**src/rtl/accel_pkg.sv**
```systemverilog
// Shared types and constants for the accelerometer sample sequencer.
package accel_pkg;

    // Sequencer FSM states.
    typedef enum logic [2:0] {
        CFG_REQ  = 3'd0,
        CFG_WAIT = 3'd1,
        IDLE     = 3'd2,
        RD_REQ   = 3'd3,
        RD_WAIT  = 3'd4,
        PUBLISH  = 3'd5
    } state_t;

    // Accelerometer register map.
    localparam logic [5:0] CTRL_REG1 = 6'h20;
    localparam logic [5:0] OUT_X_L   = 6'h28;

    // Default configuration: output data rate on, X/Y/Z axes enabled.
    localparam logic [7:0] CFG_DEFAULT = 8'h27;

    localparam int SAMPLE_DIV_DEFAULT  = 12000;
    localparam int TIMEOUT_CYC_DEFAULT = 255;

    // Number of output bytes read per burst (XL,XH,YL,YH,ZL,ZH).
    localparam int NUM_BYTES = 6;

endpackage

```
**src/rtl/accel_sample_sequencer_if.sv**
```systemverilog
// Bus between the sample sequencer (master) and the SPI single-byte engine (slave).
//
// Handshake: the master raises spi_req together with stable spi_rw/spi_addr/spi_wdata
// and holds all four until the slave pulses spi_done for exactly one cycle; spi_rdata
// is valid only in that spi_done cycle. The master drops spi_req the cycle after
// spi_done and keeps it low for at least one cycle before the next request.
// A spi_done while no request is outstanding carries no meaning.
interface accel_sample_sequencer_if;
    logic       spi_req;
    logic       spi_rw;
    logic [5:0] spi_addr;
    logic [7:0] spi_wdata;
    logic       spi_done;
    logic [7:0] spi_rdata;

    modport master (
        output spi_req, spi_rw, spi_addr, spi_wdata,
        input  spi_done, spi_rdata
    );

    modport slave (
        input  spi_req, spi_rw, spi_addr, spi_wdata,
        output spi_done, spi_rdata
    );
endinterface

```
**src/rtl/accel_tick_gen.sv**
```systemverilog
// Free-running sample-period counter; emits a one-cycle tick every DIV cycles while run=1.
module accel_tick_gen #(
    parameter int DIV = 12000
) (
    input  logic clk,
    input  logic rst,
    input  logic run,
    output logic tick
);
    localparam int CW = $clog2(DIV);
    localparam logic [CW-1:0] LAST = CW'(DIV - 1);

    logic [CW-1:0] count;

    // Count 0..DIV-1 and wrap; held at zero until the sequencer is configured.
    always_ff @(posedge clk) begin
        if (rst) begin
            count <= '0;
        end else if (run) begin
            count <= (count == LAST) ? '0 : count + 1'b1;
        end
    end

    assign tick = run && (count == LAST);
endmodule

```
**src/rtl/accel_sample_sequencer.sv**
```systemverilog
// Accelerometer sample sequencer: one configuration write after reset, then periodic
// six-byte output-register bursts assembled into signed X/Y/Z samples.
module accel_sample_sequencer
    import accel_pkg::*;
#(
    parameter int         SAMPLE_DIV  = SAMPLE_DIV_DEFAULT,
    parameter logic [5:0] CFG_ADDR    = CTRL_REG1,
    parameter logic [7:0] CFG_DATA    = CFG_DEFAULT,
    parameter logic [5:0] OUT_BASE    = OUT_X_L,
    parameter int         TIMEOUT_CYC = TIMEOUT_CYC_DEFAULT
) (
    input  logic                      CLK12M,
    input  logic                      RST,
    input  logic                      enable,
    accel_sample_sequencer_if.master  spi,
    output logic signed [15:0]        accel_x,
    output logic signed [15:0]        accel_y,
    output logic signed [15:0]        accel_z,
    output logic                      sample_valid,
    output logic                      init_done,
    output logic                      timeout_err,
    output state_t                    state_dbg
);
    localparam int TW = $clog2(TIMEOUT_CYC + 1);
    localparam logic [TW-1:0] TMO_LIMIT = TW'(TIMEOUT_CYC);
    localparam logic [2:0]    LAST_IDX  = 3'(NUM_BYTES - 1);

    state_t        state;
    logic [2:0]    idx;
    logic [TW-1:0] tcnt;
    logic [7:0]    shadow [NUM_BYTES];
    logic          tick;
    logic          timeout;

    // The sample timer only starts once the sensor has been configured.
    accel_tick_gen #(.DIV(SAMPLE_DIV)) u_tick (
        .clk  (CLK12M),
        .rst  (RST),
        .run  (init_done),
        .tick (tick)
    );

    // spi_done is checked before timeout in the wait states, so a same-cycle done wins.
    assign timeout   = (tcnt == TMO_LIMIT);
    assign state_dbg = state;

    // Sequencer FSM with registered bus outputs, shadow bytes and published samples.
    always_ff @(posedge CLK12M) begin
        if (RST) begin
            state         <= CFG_REQ;
            idx           <= '0;
            tcnt          <= '0;
            spi.spi_req   <= 1'b0;
            spi.spi_rw    <= 1'b0;
            spi.spi_addr  <= '0;
            spi.spi_wdata <= '0;
            accel_x       <= '0;
            accel_y       <= '0;
            accel_z       <= '0;
            sample_valid  <= 1'b0;
            init_done     <= 1'b0;
            timeout_err   <= 1'b0;
            for (int i = 0; i < NUM_BYTES; i++) shadow[i] <= '0;
        end else begin
            sample_valid <= 1'b0;
            case (state)
                CFG_REQ: begin
                    spi.spi_req   <= 1'b1;
                    spi.spi_rw    <= 1'b0;
                    spi.spi_addr  <= CFG_ADDR;
                    spi.spi_wdata <= CFG_DATA;
                    tcnt          <= '0;
                    state         <= CFG_WAIT;
                end
                CFG_WAIT: begin
                    if (spi.spi_done) begin
                        init_done   <= 1'b1;
                        spi.spi_req <= 1'b0;
                        state       <= IDLE;
                    end else if (timeout) begin
                        timeout_err <= 1'b1;
                        spi.spi_req <= 1'b0;
                        state       <= CFG_REQ;
                    end else begin
                        tcnt <= tcnt + 1'b1;
                    end
                end
                IDLE: begin
                    // Ticks arriving outside IDLE are simply lost: no catch-up burst.
                    if (tick && enable) state <= RD_REQ;
                end
                RD_REQ: begin
                    spi.spi_req   <= 1'b1;
                    spi.spi_rw    <= 1'b1;
                    spi.spi_addr  <= OUT_BASE + {3'b000, idx};
                    spi.spi_wdata <= '0;
                    tcnt          <= '0;
                    state         <= RD_WAIT;
                end
                RD_WAIT: begin
                    if (spi.spi_done) begin
                        shadow[idx] <= spi.spi_rdata;
                        spi.spi_req <= 1'b0;
                        if (idx == LAST_IDX) begin
                            // The sixth byte bypasses the shadow so the whole sample
                            // is presented, with its strobe, during the PUBLISH cycle.
                            idx          <= '0;
                            accel_x      <= {shadow[1], shadow[0]};
                            accel_y      <= {shadow[3], shadow[2]};
                            accel_z      <= {spi.spi_rdata, shadow[4]};
                            sample_valid <= 1'b1;
                            state        <= PUBLISH;
                        end else begin
                            idx   <= idx + 3'd1;
                            state <= RD_REQ;
                        end
                    end else if (timeout) begin
                        // Abandon the burst; the shadow bytes are never published.
                        timeout_err <= 1'b1;
                        idx         <= '0;
                        spi.spi_req <= 1'b0;
                        state       <= IDLE;
                    end else begin
                        tcnt <= tcnt + 1'b1;
                    end
                end
                PUBLISH: begin
                    state <= IDLE;
                end
                default: begin
                    state <= CFG_REQ;
                end
            endcase
        end
    end
endmodule

```
**src/flat_wrapper.sv**
```systemverilog
// flat-port wrapper written by rule: the top's interface ports become plain ports
module accel_sample_sequencer_flat import accel_pkg::*;
#(
    parameter int         SAMPLE_DIV  = SAMPLE_DIV_DEFAULT,
    parameter logic [5:0] CFG_ADDR    = CTRL_REG1,
    parameter logic [7:0] CFG_DATA    = CFG_DEFAULT,
    parameter logic [5:0] OUT_BASE    = OUT_X_L,
    parameter int         TIMEOUT_CYC = TIMEOUT_CYC_DEFAULT
)
  (CLK12M, RST, enable, accel_x, accel_y, accel_z, sample_valid, init_done, timeout_err, state_dbg, spi_spi_req, spi_spi_rw, spi_spi_addr, spi_spi_wdata, spi_spi_done, spi_spi_rdata);
  accel_sample_sequencer_if spi_i ();
  input  logic CLK12M;
  input  logic RST;
  input  logic enable;
  output logic signed [15:0] accel_x;
  output logic signed [15:0] accel_y;
  output logic signed [15:0] accel_z;
  output logic sample_valid;
  output logic init_done;
  output logic timeout_err;
  output state_t state_dbg;
  output wire logic [$bits(spi_i.spi_req)-1:0] spi_spi_req;
  output wire logic [$bits(spi_i.spi_rw)-1:0] spi_spi_rw;
  output wire logic [$bits(spi_i.spi_addr)-1:0] spi_spi_addr;
  output wire logic [$bits(spi_i.spi_wdata)-1:0] spi_spi_wdata;
  input wire logic [$bits(spi_i.spi_done)-1:0] spi_spi_done;
  input wire logic [$bits(spi_i.spi_rdata)-1:0] spi_spi_rdata;
  assign spi_spi_req = spi_i.spi_req;
  assign spi_spi_rw = spi_i.spi_rw;
  assign spi_spi_addr = spi_i.spi_addr;
  assign spi_spi_wdata = spi_i.spi_wdata;
  assign spi_i.spi_done = spi_spi_done;
  assign spi_i.spi_rdata = spi_spi_rdata;
  accel_sample_sequencer #(.SAMPLE_DIV(SAMPLE_DIV), .CFG_ADDR(CFG_ADDR), .CFG_DATA(CFG_DATA), .OUT_BASE(OUT_BASE), .TIMEOUT_CYC(TIMEOUT_CYC)) u_core (.CLK12M(CLK12M), .RST(RST), .enable(enable), .spi(spi_i), .accel_x(accel_x), .accel_y(accel_y), .accel_z(accel_z), .sample_valid(sample_valid), .init_done(init_done), .timeout_err(timeout_err), .state_dbg(state_dbg));
endmodule
```
**config.mk**
```make
export PLATFORM = sky130hd
export DESIGN_NAME = accel_sample_sequencer_flat
export DESIGN_NICKNAME = d
export VERILOG_FILES = /design/src/rtl/accel_pkg.sv /design/src/rtl/accel_sample_sequencer_if.sv /design/src/rtl/accel_tick_gen.sv /design/src/rtl/accel_sample_sequencer.sv /design/src/flat_wrapper.sv
export SDC_FILE = /design/constraint.sdc
export NUM_CORES = 1
export LEC_CHECK = 0
export ABC_CLOCK_PERIOD_IN_PS = 1800
export CAP_MARGIN = 30
export CORE_ASPECT_RATIO = 1.75
export CORE_MARGIN = 5
export CORE_UTILIZATION = 50
export CTS_BUF_LIST = sky130_fd_sc_hd__clkbuf_2 sky130_fd_sc_hd__clkbuf_4 sky130_fd_sc_hd__clkbuf_8
export CTS_CLUSTER_DIAMETER = 30
export DETAILED_ROUTE_END_ITERATION = 12
export PLACE_DENSITY = 0.78
export SYNTH_ARGS = -nofsm -noshare
export SYNTH_HDL_FRONTEND = slang
export SYNTH_SLANG_ARGS = --single-unit
```
**constraint.sdc**
```tcl
create_clock -name CLK12M -period 1.8 [get_ports CLK12M]
set_input_delay 0.27 -clock CLK12M [delete_from_list [all_inputs] [get_ports CLK12M]]
set_output_delay 0.27 -clock CLK12M [all_outputs]
set_load 0.05 [all_outputs]
```
Word level (Yosys, flattened, before mapping) --
Memories as Yosys holds them, arrays and structs flattened. A register that Yosys moved wholly into a read port is not among the register bits. Index checks and enable logic that the tools add are counted.
Storage, ports and cells: flip-flop bits (word level) 63, latch bits 0, bits in writable memories 48, bits in read-only memories 0, input port bits 12, output and inout port bits 70, word-level logic and storage cells 79, memories 1
Memory list:
- u_core.shadow | depth 6, bits a word 8, read ports 5, clocked after Yosys merged registers in 5, wr ports 6, RTL line accel_sample_sequencer.sv:31 | logic [7:0] shadow [NUM_BYTES];
Cells by class: add/sub/neg operators 4, multipliers 0, div/mod/pow operators 0, order comparisons 0, eq/ne operators 14, shift-type cells 0, multiplexer cells 29, bitwise logic cells 2, reduce and logical (&&, ||, !) cells 17
Operators by type and width (count):
- case mux 8 bit (2 select lines) | 2
- 2-to-1 mux 3 bit | 9
- 2-to-1 mux 8 bit | 3
- case mux 3 bit (6 select lines) | 1
- adder 14 x 1 -> 14 bit (second input constant) | 1
- equality test 14 bit (second input constant) | 1
- 2-to-1 mux 14 bit | 1
- case mux 6 bit (2 select lines) | 1
- AND reduction 3 bit | 4
- 2-to-1 mux 1 bit | 10
- equality test 3 bit (second input constant) | 3
- adder 8 x 1 -> 8 bit (second input constant) | 1
- equality test 8 bit (second input constant) | 1
- OR reduction 8 bit | 1
- adder 6 x 3 -> 6 bit (first input constant) | 1
- equality test 3 x 2 -> 1 bit (second input constant) | 2
- inequality test 3 x 2 -> 1 bit (second input constant) | 2
- AND reduction 2 bit | 3
- nonzero test 2 bit | 3
- inequality test 2 bit (second input constant) | 2
- case mux 1 bit (2 select lines) | 2
- OR reduction 2 bit | 2
- adder 3 x 1 -> 3 bit (second input constant) | 1
- equality test 3 x 1 -> 1 bit (second input constant) | 1
- other kinds (6) | 8

Longest topological paths before layout --
depth in word-level cells 6, gate-level depth with buffers 8, gate-level depth less buffers 5

Cells and area by module --
From an unflattened synthesis, not the netlist that was laid out.
Unflattened totals: cell total of the unflattened synthesis 536, area total of the unflattened synthesis 5126.2 µm²
Modules (own cells, without submodules):
- accel_sample_sequencer | instances 1, cells an instance 458, area an instance 4453.0 µm², sequential area each 2642.5 µm²
- accel_tick_gen | instances 1, cells an instance 78, area an instance 673.1 µm², sequential area each 280.3 µm²

Worst setup path before layout --
No wires, ideal clock.
path type register -> register, from reg u_core.state[2], in the netlist u_core.state_dbg[2], to mem u_core.shadow[0][0], enable pin, library setup time 0.309 ns, arrival 1.921 ns, data required time 1.491 ns, setup slack -0.430 ns, stages on the path, launching flop included 6, period minus slack after synthesis 2.230 ns, cells stage by stage dfxtp_1 -> or3b_4 -> nor3_2 -> buf_4 -> nor4b_4 -> or2_2
RTL lines:
- start, declared | RTL line accel_sample_sequencer.sv:28 | state_t state;
- start signal, assigned | RTL line accel_sample_sequencer.sv:50 | state <= CFG_REQ;
- start signal, assigned | RTL line accel_sample_sequencer.sv:73 | state <= CFG_WAIT;
- start signal, assigned | RTL line accel_sample_sequencer.sv:79 | state <= IDLE;
- end, declared | RTL line accel_sample_sequencer.sv:31

Final worst setup path --
from reg u_core.tcnt[0], to reg u_core.state[2], in the netlist u_core.state_dbg[2]
On the way: cells in the longest elaborated chain, start to end 3
Ends and longest elaborated chain:
- start, declared | RTL line accel_sample_sequencer.sv:30 | logic [TW-1:0] tcnt;
- start signal, assigned | RTL line accel_sample_sequencer.sv:85 | tcnt <= tcnt + 1'b1;
- start signal, assigned | RTL line accel_sample_sequencer.sv:124 | tcnt <= tcnt + 1'b1;
- equality test 8 bit * | RTL line accel_sample_sequencer.sv:44 | assign timeout = (tcnt == TMO_LIMIT);
- inequality test 3 x 2 -> 1 bit (no line)
- AND reduction 3 bit (no line) *
Every way passes the cells marked *; elsewhere a longest branch is shown, timed or not. A chain may end at the register's enable or synchronous reset.

==> flow_summary.yaml <==
synthesis:
  yosysTopAreaCell: "dfxtp_1"
  yosysMostFrequentCell: "nand2_1"
  synthArstFlopShare: 0
  synth_area_um2: 5066
  synth-edff-count: 40
  synthDistinctLibCells: 52
  synth_seq_cells: 126
  syn_area_per_cell_um2: 9.705
  synthCells: 522
  ys.flop_type: "dfxtp_1"
  synth_common_cells: "108 x nand2_1, 86 x dfxtp_1, 61 x a21oi_1"
  synthTopCellsByArea: "dfxtp_1 34%, edfxtp_1 24%, nand2_1 8.0%, a21oi_1 6.0%, and3_1 3.1%"
  synth.yosys.seq_area_share: 0.5769
  yosys.area.top_type_share: 0.3398
  yosys_warnings: 0
power_and_ir_drop:
  p_clk_frac: 0.396
  p_comb_frac: 0.114
  intPower_mw: 4.699
  p_seq_frac: 0.490
  power.switching_mw: 1.549
  irDropWorstVdd_v: 0.0007649
  power_density_nw_per_um2: 978.4
  p_leak_nw: 2.596
  swShare: 0.2479
worst_setup_path:
  crit_path_start: "u_core.tcnt[0]$_SDFFE_PP0P_"
  slowest_delay_ns: 0.38
  critPathKind: "reg2reg"
  r2r_start: "u_core.tcnt[0]$_SDFFE_PP0P_"
  critPathBufInv: 1
  path_delay_family: "compound AO/OA/AOI/OAI gates"
  crit_chain: "ha_1 -> and4_1 -> a2111oi_1 -> buf_4 -> a211oi_1 -> a311oi_1"
  arrival_ns: 2.09
  critPathCaptureType: "flip-flop"
  slowest_stage: "a2111oi_1"
  start_kind: "flip-flop"
  cp.required_ns: 2.13
  cp_max_fo: 3
timing:
  slew_viol_final: 0
  fin_crit_sh: 0.9762
  fin_crit_ns: 1.757
  setup_violations: 0
  finalWorstSetupSlack_ns: 0.04292
  finClkSkew_ns: 0.009406
  maxSlewHeadroom: 0.6613
  hold_viol_final: 0
  fmax_mhz: 569.1
  tightestPinTransition_ns: 0.5101
  rsz0062_at_grt: "yes"
clocking:
  clk_path_buf_depth: 2
  postCtsHoldBufs: 0
  worstSkewPairLatency_ns: 0.43
  cts.sinks: 126
  h-tree-depth: 4
  numCtsBuffers: 17
  path_clk_slew_ns: 0.07
  cts_tree: "built"
  clock-root-buffer: "clkbuf_8"
route:
  drtIter0Drc: 186
  vias: 4034
  routed_wl_um: 11500
  vias_per_cell: 5.364
  dr.pass1.iters: 5
  wl_per_cell_um: 15.29
  drc: 0
  antenna_left: 0
die:
  fp.dieW_um: 86.09
  start_util: 0.5112
  num_rows: 48
  die_area_um2: 12320
  die_h_um: 143.2
  coreArea_um2: 9910
  io_pins: 82
global_route:
  track_usage: 0.1892
  grt_pass1_wl_um: 18130
  grt_pass1_vias: 3995
  grt_overflow: 0
  grt_max_degree: 75
  antenna_found_initial: 0
finish:
  final_core_util: 0.6443
  fillers: 846
  drive_gt1_frac: 0.1754
  area_delta_synth_final_pct: 26.03
  layout.nets: 628
  antennaDiodeCount: 0
place:
  gp_congestion: 0.8039
  place_ws_ns: -0.09016
  hpwl_um: 8173
  portBuffers: 76
outcome:
  run_status: "complete, no violations"
worst_hold_path:
  hp-class: "in2reg"
  hp-start: "RST"
job:
  cap_violations: 0
==> what timing repair did <==
item	in CTS	in global routing
gates resized for setup	36	3
setup buffers	0	0
pin swaps	0	1
endpoints found under the setup margin	36	18
==> power groups by stage <==
stage | combinational [mW] | sequential [mW] | clock [mW]
2_1_floorplan | 0.395 | 3.22 | 0
3_5_place_dp | 0.712 | 3.12 | 0
6_report | 0.715 | 3.06 | 2.47
3_3_place_gp | 0.694 | 3.12 | 0
4_1_cts | 0.709 | 3.06 | 2.50
5_1_grt | 0.764 | 3.07 | 2.65
==> cell type report <==
class | instances | area [um^2] | share of cell area
Clock buffer | 23 | 285.3 | 0.04468
Clock inverter | 9 | 116.4 | 0.01822
Inverter | 6 | 22.52 | 0.003527
Multi-Input combinational cell | 354 | 1952 | 0.3057
Sequential cell | 126 | 2929 | 0.4588
Tap cell | 125 | 156.4 | 0.02450
Timing Repair Buffer | 109 | 923.4 | 0.1446
==> tightest hold or removal path, delay by kind of cell <==
family,cells,cell delay [ns]
simple gates,1,0.12
buf+inv,2,0.33
==> layout by cell type (no fill, tap or decap), types with 9 or more instances in the layout <==
master | netlist | layout
clkdlybuf4s50_1 | 0 | 10
and3_1 | 25 | 25
xnor2_1 | 12 | 12
a21oi_1 | 61 | 61
buf_4 | 11 | 59
and2_1 | 16 | 16
clkbuf_8 | 0 | 18
dfxtp_1 | 86 | 83
edfxtp_1 | 40 | 40
nand2_1 | 108 | 108
nor2_1 | 31 | 31
dlygate4sd2_1 | 0 | 36
nand3_1 | 9 | 9
==> path summary, 6_finish.rpt <==
check                                                           end  slack, ns  cells past startpoint
worst max register to register     u_core.state_dbg[2]$_SDFFE_PP0P_       0.04                      6
worst min register to register       u_core.accel_z[9]$_SDFFE_PP0P_       0.45                      2
worst max-delay path               u_core.state_dbg[2]$_SDFFE_PP0P_       0.04                      6
worst min-delay path            u_core.u_tick.count[2]$_SDFFE_PP0P_       0.33                      3
==> routing by layer <==
metal | vias to the layer above | global-route usage | part of all wire
met2 | 91 | 0.3534 | 0.56
met3 | 35 | 0.05081 | 0.043
met1 | 1939 | 0.1845 | 0.36
met4 | 0 | 0.1009 | 0.033
met5 | - | 0 | 0
li1 | 1969 | - | -
==> state kept, by name, indices dropped and copies added, names as in the netlist <==
name / flops
u_core.spi.spi_wdata: 1
u_core.u_tick.count: 14
u_core.sample_valid: 1
u_core.shadow: 40
accel_x: 16
u_core.spi.spi_req: 1
u_core.spi.spi_addr: 5
accel_y: 16
u_core.accel_z: 8
u_core.init_done: 1
accel_z: 8
u_core.state_dbg: 3
u_core.idx: 3
u_core.timeout_err: 1
u_core.tcnt: 8
==> cells by family after synthesis <==
| kind of cell | synth area share |
|---|---|
| AOI/OAI and AO/OA | 0.1032 |
| adders and majority gates | 0.004939 |
| xor gates and xnor gates | 0.03285 |
| and+or+nand+nor | 0.2292 |
| DFF | 0.5769 |
| other | 0.0007402 |
| buffers and inverters | 0.04618 |
| muxes | 0.005928 |
==> per-stage QoR <==
step                instance area, um^2  power, mW  setup TNS [ns]  std cells  hold WS (ns)
global placement                   6018      3.812          -2.463        720        0.4436
global route                       6385      6.478        -0.07371        752        0.3479
CTS                                6375      6.269               0        752        0.3254
finish                             6385      6.247               0        752        0.3340
detailed placement                 6018      3.834          -5.634        720        0.4464
floorplan                          5112      3.611          -6.622        526        0.4060
No activity file was read; power rests on OpenSTA's default activity.
